### config.mk
export PLATFORM = sky130hd
export DESIGN_NAME = booth_mult_seq
export DESIGN_NICKNAME = d
export VERILOG_FILES = /design/src/rtl/booth_mult_seq.sv
export SDC_FILE = /design/constraint.sdc
export NUM_CORES = 1
export LEC_CHECK = 0
export ABC_AREA = 1
export BUFFER_PORTS_ARGS = -buffer_cell sky130_fd_sc_hd__buf_4
export CAP_MARGIN = 20
export CORE_ASPECT_RATIO = 0.6
export CORE_UTILIZATION = 57
export DETAILED_ROUTE_END_ITERATION = 16
export HOLD_SLACK_MARGIN = 0.05
export PLACE_DENSITY = 0.82
export SYNTH_ARGS = -nofsm -noshare
export SYNTH_HDL_FRONTEND = slang
export SYNTH_SLANG_ARGS = --single-unit
### constraint.sdc
create_clock -name clk -period 2.55 [get_ports clk]
set_input_delay 0.51 -clock clk [delete_from_list [all_inputs] [get_ports clk]]
set_output_delay 0.51 -clock clk [all_outputs]
set_load 0.05 [all_outputs]
### src/rtl/booth_mult_seq.sv
// Sequential radix-2 Booth multiplier, one iteration per clock on a (WIDTH+1)-bit datapath.
// Handles signed or unsigned operands by extending them one bit before recoding.
module booth_mult_seq #(
    parameter int unsigned WIDTH = 8
) (
    input  logic                 clk,
    input  logic                 reset,
    input  logic                 start,
    input  logic                 sgn,
    input  logic [WIDTH-1:0]     mc,
    input  logic [WIDTH-1:0]     mp,
    output logic                 busy,
    output logic                 done,
    output logic [2*WIDTH-1:0]   product
);

    localparam int unsigned CW = $clog2(WIDTH + 2);

    typedef enum logic [1:0] {StIdle, StRun, StDone} state_e;

    state_e             state_q, state_d;
    logic [WIDTH:0]     a_q, a_d;
    logic [WIDTH:0]     q_q, q_d;
    logic [WIDTH:0]     m_q, m_d;
    logic               q1_q, q1_d;
    logic [CW-1:0]      cnt_q, cnt_d;
    logic [2*WIDTH-1:0] product_q, product_d;

    logic [WIDTH:0]     sum;
    logic [WIDTH:0]     a_sh, q_sh;
    logic               q1_sh;

    always_comb begin
        unique case ({q_q[0], q1_q})
            2'b01:   sum = a_q + m_q;
            2'b10:   sum = a_q - m_q;
            default: sum = a_q;
        endcase
        // Arithmetic shift of {A,Q,Q_1}, sign taken from the post-add accumulator.
        {a_sh, q_sh, q1_sh} = {sum[WIDTH], sum, q_q};
    end

    always_comb begin
        state_d   = state_q;
        a_d       = a_q;
        q_d       = q_q;
        m_d       = m_q;
        q1_d      = q1_q;
        cnt_d     = cnt_q;
        product_d = product_q;

        case (state_q)
            StIdle, StDone: begin
                if (start) begin
                    state_d = StRun;
                    m_d     = sgn ? {mc[WIDTH-1], mc} : {1'b0, mc};
                    q_d     = sgn ? {mp[WIDTH-1], mp} : {1'b0, mp};
                    a_d     = '0;
                    q1_d    = 1'b0;
                    cnt_d   = '0;
                end else begin
                    state_d = StIdle;
                end
            end
            StRun: begin
                a_d   = a_sh;
                q_d   = q_sh;
                q1_d  = q1_sh;
                cnt_d = cnt_q + CW'(1);
                if (cnt_q == CW'(WIDTH)) begin
                    state_d   = StDone;
                    product_d = {a_sh[WIDTH-2:0], q_sh};
                end
            end
            default: state_d = StIdle;
        endcase
    end

    always_ff @(posedge clk) begin
        if (reset) begin
            state_q   <= StIdle;
            a_q       <= '0;
            q_q       <= '0;
            m_q       <= '0;
            q1_q      <= 1'b0;
            cnt_q     <= '0;
            product_q <= '0;
        end else begin
            state_q   <= state_d;
            a_q       <= a_d;
            q_q       <= q_d;
            m_q       <= m_d;
            q1_q      <= q1_d;
            cnt_q     <= cnt_d;
            product_q <= product_d;
        end
    end

    assign busy    = (state_q == StRun);
    assign done    = (state_q == StDone);
    assign product = product_q;

endmodule

======== Yosys cells after proc, flatten, opt, wreduce, memory -nomap -nowiden ========
Cells that the tools add are included.
word-level totals
  bits of input ports ..................... 20
  word-level logic and storage cells ...... 37
  output and inout bits ................... 18
  bits in registers ....................... 50
operators by class
  reduce and logical (&&, ||, !) cells .... 6
  multiplexer cells ....................... 14
  add/sub/neg operators ................... 3
  equal/unequal tests ..................... 7
operators by type and width
  kind                   count
  $pmux W9 S2            3
  $mux W9                4
  $add A9 B9 Y9          1
  $sub A9 B9 Y9          1
  $pmux W4 S2            1
  $reduce_and A2 Y1      3
  $add A4 B1 Y4 const B  1
  $eq A2 B1 Y1 const B   2
  $eq A2 B2 Y1 const B   2
  $eq A4 B4 Y1 const B   1
  $mux W4                1
  $pmux W2 S2            1
  $logic_not A2 Y1       1
  $mux W1                2
  $mux W2                1
  $ne A2 B1 Y1 const B   1
  $ne A2 B2 Y1 const B   1
  $pmux W1 S2            1
  $reduce_bool A2 Y1     1
  $reduce_or A2 Y1       1

======== Depth between registers and ports, before layout ========
  depth after elaboration ................. 4
  mapped depth ............................ 18
  mapped depth without buffers ............ 18

======== Worst setup path after synthesis ========
Ideal clock, no wire load.
  kind .................................... register to register
  start point ............................. register q1_q
  end point ............................... register product_q[15], in the netlist product[15]
  stages on the path, launching flop included .. 16
  path buffers ............................ 0
  data required time ...................... 2441 ps
  period minus slack after synthesis ...... 2083 ps
  data arrival time ....................... 1975 ps
  slack ................................... 467 ps
  cells stage by stage .................... dfxtp_1 inv_1 ha_1 or2_2 xor2_1 ha_1 nand2_1 inv_1 a21oi_1 nand2_1 nand2_1 nand3_1 nand2_1 nand2_1 nand2_1 inv_1
between the ends
  word-level cells in the longest chain between the ends .. 2
  elaborated cells between the ends (all ways) .. 3
  classes of those cells .................. 2 x eq/ne; 1 x mux
ends and longest elaborated chain
  item                                          RTL line  source
  from (decl)                                   25        logic q1_q, q1_d;
  from (signal assigned)                        93        q1_q <= q1_d;
  $eq A2 B2 Y1 or $eq A2 B1 Y1 (tied branches)  34        unique case ({q_q[0], q1_q})
  $pmux W9 S2 *                                 34
  to (signal assigned)                          95        product_q <= product_d;
  to (decl)                                     27        logic [2*WIDTH-1:0] product_q, product_d;
Mark *: on every way between the ends. The rest lies on a longest branch, timed or not.
A chain may end at the register's enable or synchronous reset.

======== Worst setup path in the final report ========
  start point ............................. register m_q[0]
  end point ............................... register product_q[13], in the netlist product[13]
between the ends
  word-level cells in the longest chain between the ends .. 2
  elaborated cells between the ends (all ways) .. 3
  classes of those cells .................. 2 x add/sub; 1 x mux
ends and longest elaborated chain
  item                                            RTL line  source
  from (decl)                                     24        logic [WIDTH:0] m_q, m_d;
  from (signal assigned)                          92        m_q <= m_d;
  $sub A9 B9 Y9 or $add A9 B9 Y9 (tied branches)  36, 35
  $pmux W9 S2 *                                   34
Marked as above.

==> results.yml <==
setup_path:
  regToRegSetupSlack_ns: 0.20
  end_kind: "register"
  arrival_ns: 2.56
  ff2ff_path_depth: 16
  start_kind: "register"
  r2r-start: "m_q[0]"
  crit_type: "reg -> reg"
  cp.required_ns: 2.77
  cp_max_fo: 3
  r2r-end: "product[13]"
  worst_setup_path_startpoint: "m_q[0]"
  endpoint: "product[13]"
grt:
  grt_pass1_wl_um: 9390
  overflow: 0
  antenna_found_initial: 0
  grt_max_degree: 29
  grt_pass1_vias: 1931
  grt.total_usage_pct: 26.58
synth:
  yosys.area.top_type: "dfxtp_1"
  ys_async_sr_fraction_pct: 0
  yosysSeqAreaShare_pct: 37.76
  synthesis.nets: 394
  yosysMostFrequentCell: "nand2_1"
  yosys_warnings: 0
  synth_xor_area_share_pct: 2.360
  synth.distinct_cells: 31
  ys.flop_type: "dfxtp_1"
  synth-edff-count: 0
  syn_area_per_cell_um2: 7.195
  synth_compound_area_share_pct: 14.02
  synth_fa_ha_area_share_pct: 6.551
  synth_top_area_share_pct: 37.76
  yosys_register_bits: 49
  yosys-mux-area-fraction_pct: 0
  syn-instance-count: 361
  synth-simple-area-share_pct: 29.58
  synthTopCellsByCount: "85 x nand2_1, 49 x dfxtp_1, 45 x inv_1"
  syn-cell-area_mm2: 0.002597
  synth_top_family_by_area: "simple AND/OR/NAND/NOR gates"
  yosys-top-cells-area: "dfxtp_1 38%, nand2_1 12%, inv_1 6.5%, nand3_1 6.2%, ha_1 5.8%"
place:
  gp_congestion: 0.9323
  post-place-cells: 448
  dp_hpwl_um: 4447
  dpl_worst_slack_ns: 0.1740
  io_buffer_count: 37
power_and_ir_drop:
  powerDensity_mw_per_mm2: 597.4
  p_leak_nw: 1.432
  clock_power_share_pct: 32.1
  swShare_pct: 30.29
  seq_power_share_pct: 45.1
  switchingPower_w: 0.0005520
  power_frac_comb_pct: 22.8
  p_int_w: 0.001270
  ir_worst_vdd_mv: 0.4920
timing:
  setup_tns_ns: 0
  rsz0062_at_grt: "false"
  tightest_slew_ns: 0.6494
  setup_violations: 0
  hold_viol_final: 0
  finalCriticalPeriod_ns: 2.347
  period_share_pct: 92.05
  fin_ws_ns: 0.2028
  hold_ws_ns: 0.4138
  clock_skew_ns: 0.006165
  max_freq_mhz: 426.0
  maxSlewHeadroom_pct: 56.66
  final_max_slew_viol_count: 0
clock_network:
  cts.sinks: 49
  cts_max_level: 2
  holdBufCountCts: 0
  clkSlewWorstSetupHoldPaths_ns: 0.09
  cts_tree: "done"
  root_buffer: "clkbuf_8"
  numCtsBuffers: 5
  cts_setup_buffers: 0
  insertion_delay_ns: 0.31
  clk_path_buf_depth: 2
drt:
  vias_per_cell: 5.338
  post-route-drc-count: 0
  drt-wirelength-per-cell_um: 13.22
  drt_iter0_drc: 152
  finalWirelength_um: 6027
  num_vias: 2434
  drtAntennaViolNets: 0
  drt_first_pass_iters: 5
layout:
  nets: 428
  fin_cells: 456
  areaGrowthSynthToFinish_pct: 17.44
  drive_gt1_share_pct: 18.69
  fill_cells: 364
  n_antenna_cell: 0
flow_run:
  drv_cap: 0
floorplan:
  start_util_pct: 61.35
  core-area_mm2: 0.004234
  boundaryPins: 38
  fp.dieH_um: 54.29
  rows: 18
  dieArea_mm2: 0.004840
  fp.dieW_um: 89.15
run_status:
  status: "finished clean"
hold_path:
  hold_class: "in -> reg"
power groups by stage:
| stage | Combinational, W | Clock, W | Sequential, W |
|---|---|---|---|
| 3_5_place_dp | 0.000394 | 0 | 0.000838 |
| 5_1_grt | 0.000465 | 0.000621 | 0.000825 |
| 6_report | 0.000415 | 0.000586 | 0.000821 |
| 4_1_cts | 0.000396 | 0.000590 | 0.000820 |
| 2_1_floorplan | 0.000308 | 0 | 0.000830 |
| 3_3_place_gp | 0.000385 | 0 | 0.000837 |
cell families (layout without fill, tap and decap cells):
group | count (synthesis) | in the layout
flops | 49 | 49
compound gates | 59 | 59
xor+xnor | 7 | 7
buf+inv | 61 | 96
simple gates | 172 | 172
fa+ha+maj | 13 | 13
state kept, by name, indices dropped and copies added (netlist names):
name	flops
cnt_q	4
product	16
q1_q	1
state_q	2
m_q	9
a_q	8
q_q	9
through the flow:
stage | cell area [µm²] | total power [W] | util (%)
floorplan | 2597 | 0.001137 | -
global placement | 2903 | 0.001222 | 68.56
detailed placement | 2903 | 0.001231 | 68.56
CTS | 3023 | 0.001806 | 71.39
global route | 3050 | 0.001911 | 72.04
finish | 3050 | 0.001822 | 72.04
layout make-up:
class	instances	area (µm²)	share of cell area, %
Clock buffer	6	82.58	2.707
Clock inverter	2	37.54	1.231
Inverter	50	197.7	6.481
Multi-Input combinational cell	251	1391	45.61
Sequential cell	49	980.9	32.16
Tap cell	60	75.07	2.461
Timing Repair Buffer	38	285.3	9.352
cell usage in the layout (no fill, tap or decap), types with 2 or more instances in the layout:
cell and n:
a21oi_1 21, a21oi_2 2, a221oi_1 7, a31oi_1 2, buf_4 38, clkbuf_8 6
dfxtp_1 49, ha_1 11, inv_1 44, inv_2 2, inv_4 2, nand2_1 85
nand2_4 2, nand3_1 32, nand4_1 2, nor2_1 39, nor2_8 2, o21ai_0 16
o21ai_2 8, or2_2 6, xnor2_1 2, xor2_1 5
metal layers:
layer | part of all wire (%) | vias to the layer above | GRT usage [%]
met1 | 52 | 1118 | 41.44
li1 | - | 1232 | -
met5 | 0 | - | 0
met4 | 0.95 | 0 | 7.143
met2 | 41 | 77 | 36.51
met3 | 5.0 | 7 | 5.430
worst min path at each step:
stage,from,endpoint,slack [ns],cells after the start
2_1_floorplan,cnt_q[3],cnt_q[3],0.44,1
3_3_place_gp,q1_q,q1_q,0.45,2
3_5_place_dp,cnt_q[2],cnt_q[2],0.46,2
4_1_cts,mc[5],m_q[5],0.42,3
5_1_grt,mc[3],m_q[3],0.44,3
6_report,mc[5],m_q[5],0.41,3
critical path, stage by stage (launching register included):
cell and delay, ns:
dfxtp_1 0.37, inv_1 0.09, ha_1 0.28, inv_1 0.04
o21ai_0 0.34, inv_1 0.09, ha_1 0.28, nand3_1 0.10
nand2_1 0.11, nand2_1 0.10, nand2_1 0.05, nand2_1 0.06
nand3_1 0.12, nand2_1 0.11, nand2_1 0.05, nand2_1 0.05
inv_1 0.03
timing repair:
| item | CTS | global route |
|---|---|---|
| resized for setup | 0 | 5 |
| setup endpoints to repair | 0 | 3 |
| hold endpoints to repair | 0 | 0 |
No activity file was read; power rests on OpenSTA's default activity.
